===== src/rtl/corr_peak_detector.sv =====
// corr_peak_detector: scans SIZE correlation scores, one per lag, and reports
// the lag of the maximum score, the runner-up score and whether the peak is unique.
//
// Ports:
//   clk          system clock, rising edge
//   reset        asynchronous active-low reset
//   start        begin a new scan (clears trackers; ignored while reporting)
//   score_valid  score_in carries a sample this cycle
//   score_in     unsigned correlation score for the current lag
//   ready        high while scanning (samples accepted)
//   busy         high while scanning or reporting
//   done         one-cycle pulse, results are final
//   peak_pos     lag index of the maximum score (lowest lag on ties)
//   peak_score   maximum score
//   second_score largest score below the peak, or the peak itself on a tie
//   peak_unique  no other lag matched peak_score
//
// Optional feature, enabled by defining PEAK_THRESH_EN:
//   thresh       detection threshold (input)
//   detected     peak_score >= thresh and peak unique; holds until start/reset
module corr_peak_detector #(
  parameter int unsigned SIZE    = 256,
  parameter int unsigned SCORE_W = 16,
  parameter int unsigned IDX_W   = 8
) (
  input  logic               clk,
  input  logic               reset,
  input  logic               start,
  input  logic               score_valid,
  input  logic [SCORE_W-1:0] score_in,
`ifdef PEAK_THRESH_EN
  input  logic [SCORE_W-1:0] thresh,
  output logic               detected,
`endif
  output logic               ready,
  output logic               busy,
  output logic               done,
  output logic [IDX_W-1:0]   peak_pos,
  output logic [SCORE_W-1:0] peak_score,
  output logic [SCORE_W-1:0] second_score,
  output logic               peak_unique
);

  localparam logic [IDX_W-1:0] LastLag = IDX_W'(SIZE - 1);

  typedef enum logic [1:0] {StIdle, StScan, StReport} state_e;

  state_e             state_q, state_d;
  logic [SCORE_W-1:0] max_q, max_d;
  logic [SCORE_W-1:0] second_q, second_d;
  logic [IDX_W-1:0]   pos_q, pos_d;
  logic               tie_q, tie_d;
  logic [IDX_W-1:0]   lag_q, lag_d;
  logic               res_load;

  logic [IDX_W-1:0]   peak_pos_q;
  logic [SCORE_W-1:0] peak_score_q;
  logic [SCORE_W-1:0] second_score_q;
  logic               peak_unique_q;

  always_comb begin
    state_d  = state_q;
    max_d    = max_q;
    second_d = second_q;
    pos_d    = pos_q;
    tie_d    = tie_q;
    lag_d    = lag_q;
    res_load = 1'b0;
    unique case (state_q)
      StIdle: begin
        if (start) begin
          state_d  = StScan;
          max_d    = '0;
          second_d = '0;
          pos_d    = '0;
          tie_d    = 1'b0;
          lag_d    = '0;
        end
      end
      StScan: begin
        if (start) begin
          // Abort and restart; a sample presented alongside start is dropped.
          max_d    = '0;
          second_d = '0;
          pos_d    = '0;
          tie_d    = 1'b0;
          lag_d    = '0;
        end else if (score_valid) begin
          if (lag_q == '0) begin
            max_d    = score_in;
            pos_d    = '0;
            second_d = '0;
            tie_d    = 1'b0;
          end else if (score_in > max_q) begin
            second_d = max_q;
            max_d    = score_in;
            pos_d    = lag_q;
            tie_d    = 1'b0;
          end else if (score_in == max_q) begin
            // pos stays put so the lowest lag wins a tie
            tie_d    = 1'b1;
            second_d = score_in;
          end else if (score_in > second_q) begin
            second_d = score_in;
          end
          if (lag_q == LastLag) begin
            state_d  = StReport;
            // Publish on the same edge so results are valid while done is high
            res_load = 1'b1;
          end else begin
            lag_d = lag_q + IDX_W'(1);
          end
        end
      end
      StReport: state_d = StIdle;
      default:  state_d = StIdle;
    endcase
  end

  always_ff @(posedge clk or negedge reset) begin
    if (!reset) begin
      state_q        <= StIdle;
      max_q          <= '0;
      second_q       <= '0;
      pos_q          <= '0;
      tie_q          <= 1'b0;
      lag_q          <= '0;
      peak_pos_q     <= '0;
      peak_score_q   <= '0;
      second_score_q <= '0;
      peak_unique_q  <= 1'b0;
    end else begin
      state_q  <= state_d;
      max_q    <= max_d;
      second_q <= second_d;
      pos_q    <= pos_d;
      tie_q    <= tie_d;
      lag_q    <= lag_d;
      if (res_load) begin
        peak_pos_q     <= pos_d;
        peak_score_q   <= max_d;
        second_score_q <= second_d;
        peak_unique_q  <= ~tie_d;
      end
    end
  end

`ifdef PEAK_THRESH_EN
  logic detected_q;
  logic start_clr;

  assign start_clr = start && (state_q != StReport);

  always_ff @(posedge clk or negedge reset) begin
    if (!reset) begin
      detected_q <= 1'b0;
    end else if (res_load) begin
      detected_q <= (max_d >= thresh) && !tie_d;
    end else if (start_clr) begin
      detected_q <= 1'b0;
    end
  end

  assign detected = detected_q;
`endif

  assign ready        = (state_q == StScan);
  assign busy         = (state_q != StIdle);
  assign done         = (state_q == StReport);
  assign peak_pos     = peak_pos_q;
  assign peak_score   = peak_score_q;
  assign second_score = second_score_q;
  assign peak_unique  = peak_unique_q;

endmodule

===== config.mk =====
export PLATFORM = sky130hd
export DESIGN_NAME = corr_peak_detector
export DESIGN_NICKNAME = d
export VERILOG_FILES = /design/src/rtl/corr_peak_detector.sv
export SDC_FILE = /design/constraint.sdc
export NUM_CORES = 1
export LEC_CHECK = 0
export CAP_MARGIN = 30
export CELL_PAD_IN_SITES_DETAIL_PLACEMENT = 1
export CELL_PAD_IN_SITES_GLOBAL_PLACEMENT = 1
export CORE_MARGIN = 2
export CORE_UTILIZATION = 44
export DETAILED_ROUTE_END_ITERATION = 10
export GPL_TIMING_DRIVEN = 0
export PLACE_DENSITY_LB_ADDON = 0.12
export SLEW_MARGIN = 40
export SYNTH_ARGS = -nofsm -noshare
export SYNTH_HDL_FRONTEND = slang
export SYNTH_SLANG_ARGS = --single-unit

===== constraint.sdc =====
create_clock -name clk -period 2.85 [get_ports clk]
set_input_delay 0.4275 -clock clk [delete_from_list [all_inputs] [get_ports clk]]
set_output_delay 0.4275 -clock clk [all_outputs]
set_load 0.02 [all_outputs]

; ---- After elaboration in Yosys (flattened, before gate mapping)
; Cells that the tools add are included.
[op_classes]
add_sub_neg = 1
multipliers = 0
n_div = 0
n_lt_le_gt_ge = 2
eq_ne = 10
shifts = 0
mux = 41
bitwise = 1
n_reduce_logical = 6
[ops]
columns = cell, n
row1 = $mux 16, 12
row2 = $mux 8, 9
row3 = $pmux 16 s2, 2
row4 = $gt 16x16->1, 2
row5 = $pmux 8 s2, 2
row6 = $eq 16x16->1, 1
row7 = $mux 1, 10
row8 = $add 8x1->8 const B, 1
row9 = $eq 8x8->1 const B, 1
row10 = $logic_not 8->1, 1
row11 = $mux 2, 4
row12 = $reduce_and 4->1, 2
row13 = $ne 2x2->1 const B, 3
row14 = $ne 3x3->1 const B, 2
row15 = $pmux 2 s2, 1
row16 = $reduce_bool 2->1, 2
row17 = $eq 2x1->1 const B, 1
row18 = $eq 2x2->1 const B, 1
row19 = $logic_not 2->1, 1
row20 = $ne 2x1->1 const B, 1
row21 = $pmux 1 s2, 1
row22 = $not 1->1, 1
[totals]
reg_bits = 92
latchBits = 0
mem_bits_rw = 0
romBits = 0
inputBits = 20
output_inout_bits = 44
elab_cells = 71
memories = 0

; ---- Depth between registers and ports, before layout
[logic_depth]
ltp_word = 8
depth_mapped = 10

; ---- Least setup slack after synthesis
; Ideal clock, no wire load.
[synth_timing]
path_kind = input-to-reg
startpoint = input score_in[15]
endpoint = register second_score_q[0] (netlist: second_score[0])
setup_time_ps = 135
arrival_time_ps = 2277
required_ps = 2715
setup_slack_ps = 438
stages = 8
path_buffers = 2
cell_sequence = ha_1 -> nand4_2 -> or4_4 -> buf_6 -> o311a_4 -> buf_6 -> a221oi_2 -> a31oi_1
[synth_via]
elab_chain_len = 8
elab_cells_between_ends = 10
cone_classes = order compare (2) / eq/ne (1) / mux (7)
[synth_lines]
columns = item, line_no
row1 = from (decl), 30  ; input logic [SCORE_W-1:0] score_in,
row2 = $gt 16x16->1, 103  ; end else if (score_in > second_q) begin
row3 = $mux 16, 103
row4 = $mux 16, 99  ; end else if (score_in == max_q) begin
row5 = $mux 16 *, 94  ; end else if (score_in > max_q) begin
row6 = $mux 16 *, 89  ; if (lag_q == '0) begin
row7 = $mux 16 *, 88  ; end else if (score_valid) begin
row8 = $mux 16 *, 81  ; if (start) begin
row9 = $pmux 16 s2 *, 69  ; unique case (state_q)
row10 = to (signal assigned), 142  ; second_score_q <= second_d;
row11 = to (decl), 58  ; logic [SCORE_W-1:0] second_score_q;
; Every way passes the cells marked *; elsewhere a longest branch is shown, timed or not.
; A chain may end at the register's enable or synchronous reset.

; ---- Worst setup path after layout
[layout_timing]
startpoint = input score_in[0]
endpoint = register second_score_q[0] (netlist: second_score[0])
; Same word-level chain as after synthesis.

==> qor.yml <==
timing:
  period_needed_ns: 2.77
  drv_slew: 0
  fin_skew_ns: 0.00978
  hold_viol: 0
  fmax_ghz: 0.361
  worst_slew_pin_slew_ns: 0.786
  finalSetupViolCount: 0
  finalCritPeriodShare: 0.973
  grt_setup_unrepaired: "yes"
  hold_ws_ns: 0.490
  max-slew-margin-rel: 0.476
synth:
  avgSynthCellArea_um2: 9.64
  async_reset_ff_frac: 1.00
  ys_types: 50
  synth-seq-area-share: 0.436
  yosysWarnings: 0
  synth_cells: 548
  synth_edf_count: 0
  syn_nets: 602
  synth_area_mm2: 0.00529
  ys_ff_latch: 92
  ys.flop_type: "dfrtp_1"
floorplanning:
  ios: 64
  die_w_um: 114
  rows: 40
  die-area_mm2: 0.0129
  start_util: 0.446
  core_mm2: 0.0119
  dieHeight_um: 114
detailed_routing:
  firstDrtPassIters: 5
  routed_wl_mm: 17.8
  detail-route-antenna-nets: 0
  vias: 4893
  drcViolationCount: 0
  wl_per_cell_um: 22.5
  first_iter_violations: 292
  viasPerCell: 6.21
critical_path:
  r2r_slack_ns: 0.10
  critPathLaunchType: "input port"
  cp_max_fo: 10
  worstPathArrival_ns: 3.00
  cp-end-kind: "register"
  crit_type: "input port to register"
  reg2regPathDepth: 10
  required_ns: 3.08
grt:
  grt-ovfl-total: 0
  grt_pass1_vias: 5226
  grt.total_usage: 0.287
  antenna_found_initial: 0
  grt_pass1_wl_mm: 28.5
  grt_max_degree: 59
pwr:
  power.share.switching: 0.308
  clkPwrFrac: 0.393
  combPwrFrac: 0.180
  seqPwrFrac: 0.428
  irDropWorstVdd_mv: 0.455
  p_per_area_mw_per_mm2: 483
  switching_power_uw: 997
  internal_power_mw: 2.23
  power_leakage_nw: 3.03
final_layout:
  areaGrowthSynthToFinish_pct: 26.5
  fillers: 1336
  fin_nets: 690
  layout_commonest_cell: "dfrtp_1"
  final_layout_size_suffix_gt1_frac: 0.153
  final_core_util: 0.564
  fin_area_mm2: 0.00669
  final_cell_count_no_fill: 788
  antenna_cells: 0
  final_cell_mix: "dfrtp_1 (90), nand2_1 (56), nor2_1 (51)"
  seq_area_mm2: 0.00230
  multiInputGateArea_mm2: 0.00276
worst_hold_path:
  hold_depth: 3
  hold_class: "input port to register"
place:
  gp_congestion: 0.919
  numPortBuffers: 63
  dp_cells: 759
  placed_cell_area_mm2: 0.00613
  post-dp-hpwl_mm: 12.3
clock_tree:
  htreeDepth: 3
  insertion_delay_ns: 0.36
  cts_root_buffer: "clkbuf_16"
  cts.clk_slew.worst_paths_ns: 0.08
  cts_num_sinks: 92
  cts_tree: "done"
  ctsLongestPathBuffers: 2
  numCtsBuffers: 9
flow_run:
  maxCapViolations: 0
status:
  status: "finished, final reports clean"
worst paths after layout:
path	from	to
max	score_in[0]	second_score[0]
min	score_in[1]	second_q[1]
max reg2reg	max_q[10]	second_score[0]
min reg2reg	pos_q[3]	pos_q[3]
max in group asynchronous	reset	peak_score[0]
min in group asynchronous	reset	second_score[8]
metrics by stage:
step | setup TNS [ns] | total power, mW | setup slack (ns)
floorplan | 0 | 1.70 | 0.438
global placement | -231.28 | 1.90 | -2.09
detailed placement | -43.14 | 1.92 | -0.864
CTS | 0 | 3.22 | 0.000904
global route | -0.0110 | 3.35 | -0.00798
finish | 0 | 3.23 | 0.0765
cell families (layout without fill, tap and decap cells):
group / Yosys count / after routing / synth area share
compound gates: 126 / 126 / 0.206
xor+xnor: 7 / 7 / 0.0116
simple gates: 217 / 217 / 0.203
buf+inv: 72 / 165 / 0.0639
flops: 92 / 92 / 0.436
fa+ha+maj: 34 / 34 / 0.0805
critical path: stages:
cell and delay, ns:
clkdlybuf4s50_1 0.59, inv_1 0.11, ha_1 0.29, nand4_1 0.11, or4_4 0.47, buf_6 0.17
o311a_4 0.17, buf_6 0.19, a221oi_2 0.34, a31oi_1 0.13
power by group through the flow:
| stage | Sequential [mW] | Combinational (mW) | Clock (mW) |
|---|---|---|---|
| 2_1_floorplan | 1.39 | 0.305 | 0 |
| 3_3_place_gp | 1.40 | 0.492 | 0 |
| 3_5_place_dp | 1.41 | 0.517 | 0 |
| 4_1_cts | 1.38 | 0.556 | 1.28 |
| 5_1_grt | 1.39 | 0.629 | 1.33 |
| 6_report | 1.38 | 0.580 | 1.27 |
synthesized netlist by cell type (4+ instances only):
cell type,instances,area [um^2]
ha_1,34,425
a21oi_1,20,100
a31oi_1,35,219
a221oi_2,12,180
xor2_1,6,52.6
nand2_1,56,210
a22o_4,8,140
nor2b_1,4,25.0
and2_1,4,25.0
and3_1,4,25.0
nor4_1,18,113
buf_2,9,45.0
nor2_1,51,191
nand3_1,44,220
a221oi_1,4,35.0
buf_6,5,56.3
inv_1,36,135
o211ai_1,17,128
a22o_1,8,70.1
nand4_1,26,163
o21a_1,4,30.0
clkbuf_1,18,67.6
dfrtp_1,92,2300
state kept, by name (all words and copies together) (netlist names):
| register | count |
|---|---|
| second_score | 16 |
| peak_unique | 1 |
| max_q | 16 |
| second_q | 16 |
| peak_pos | 8 |
| pos_q | 8 |
| peak_score | 16 |
| tie_q | 1 |
| state_q | 2 |
| lag_q | 8 |
area by class of cell:
| type | instances | area share |
|---|---|---|
| Multi-Input combinational cell | 384 | 0.413 |
| Sequential cell | 92 | 0.345 |
| Timing Repair Buffer | 77 | 0.115 |
| Buffer | 36 | 0.0344 |
| Clock buffer | 9 | 0.0337 |
| Tap cell | 147 | 0.0275 |
| Inverter | 36 | 0.0202 |
| Clock inverter | 7 | 0.0120 |
per-layer routing:
metal,GRT usage,vias to the layer above,part of all wire
met1,0.378,2520,0.44
met4,0.107,0,0.027
li1,-,2207,-
met2,0.480,131,0.49
met3,0.0446,35,0.039
met5,0,-,0
repair_timing:
action / CTS / global route
hold buffers: 1 / 0
endpoints found under the hold margin: 34 / 0
pin swaps: 6 / 3
setup buffers: 6 / 6
resized for setup: 30 / 19
endpoints found under the setup margin: 63 / 43
gates cloned: 0 / 0
No activity file was read; power rests on OpenSTA's default activity.
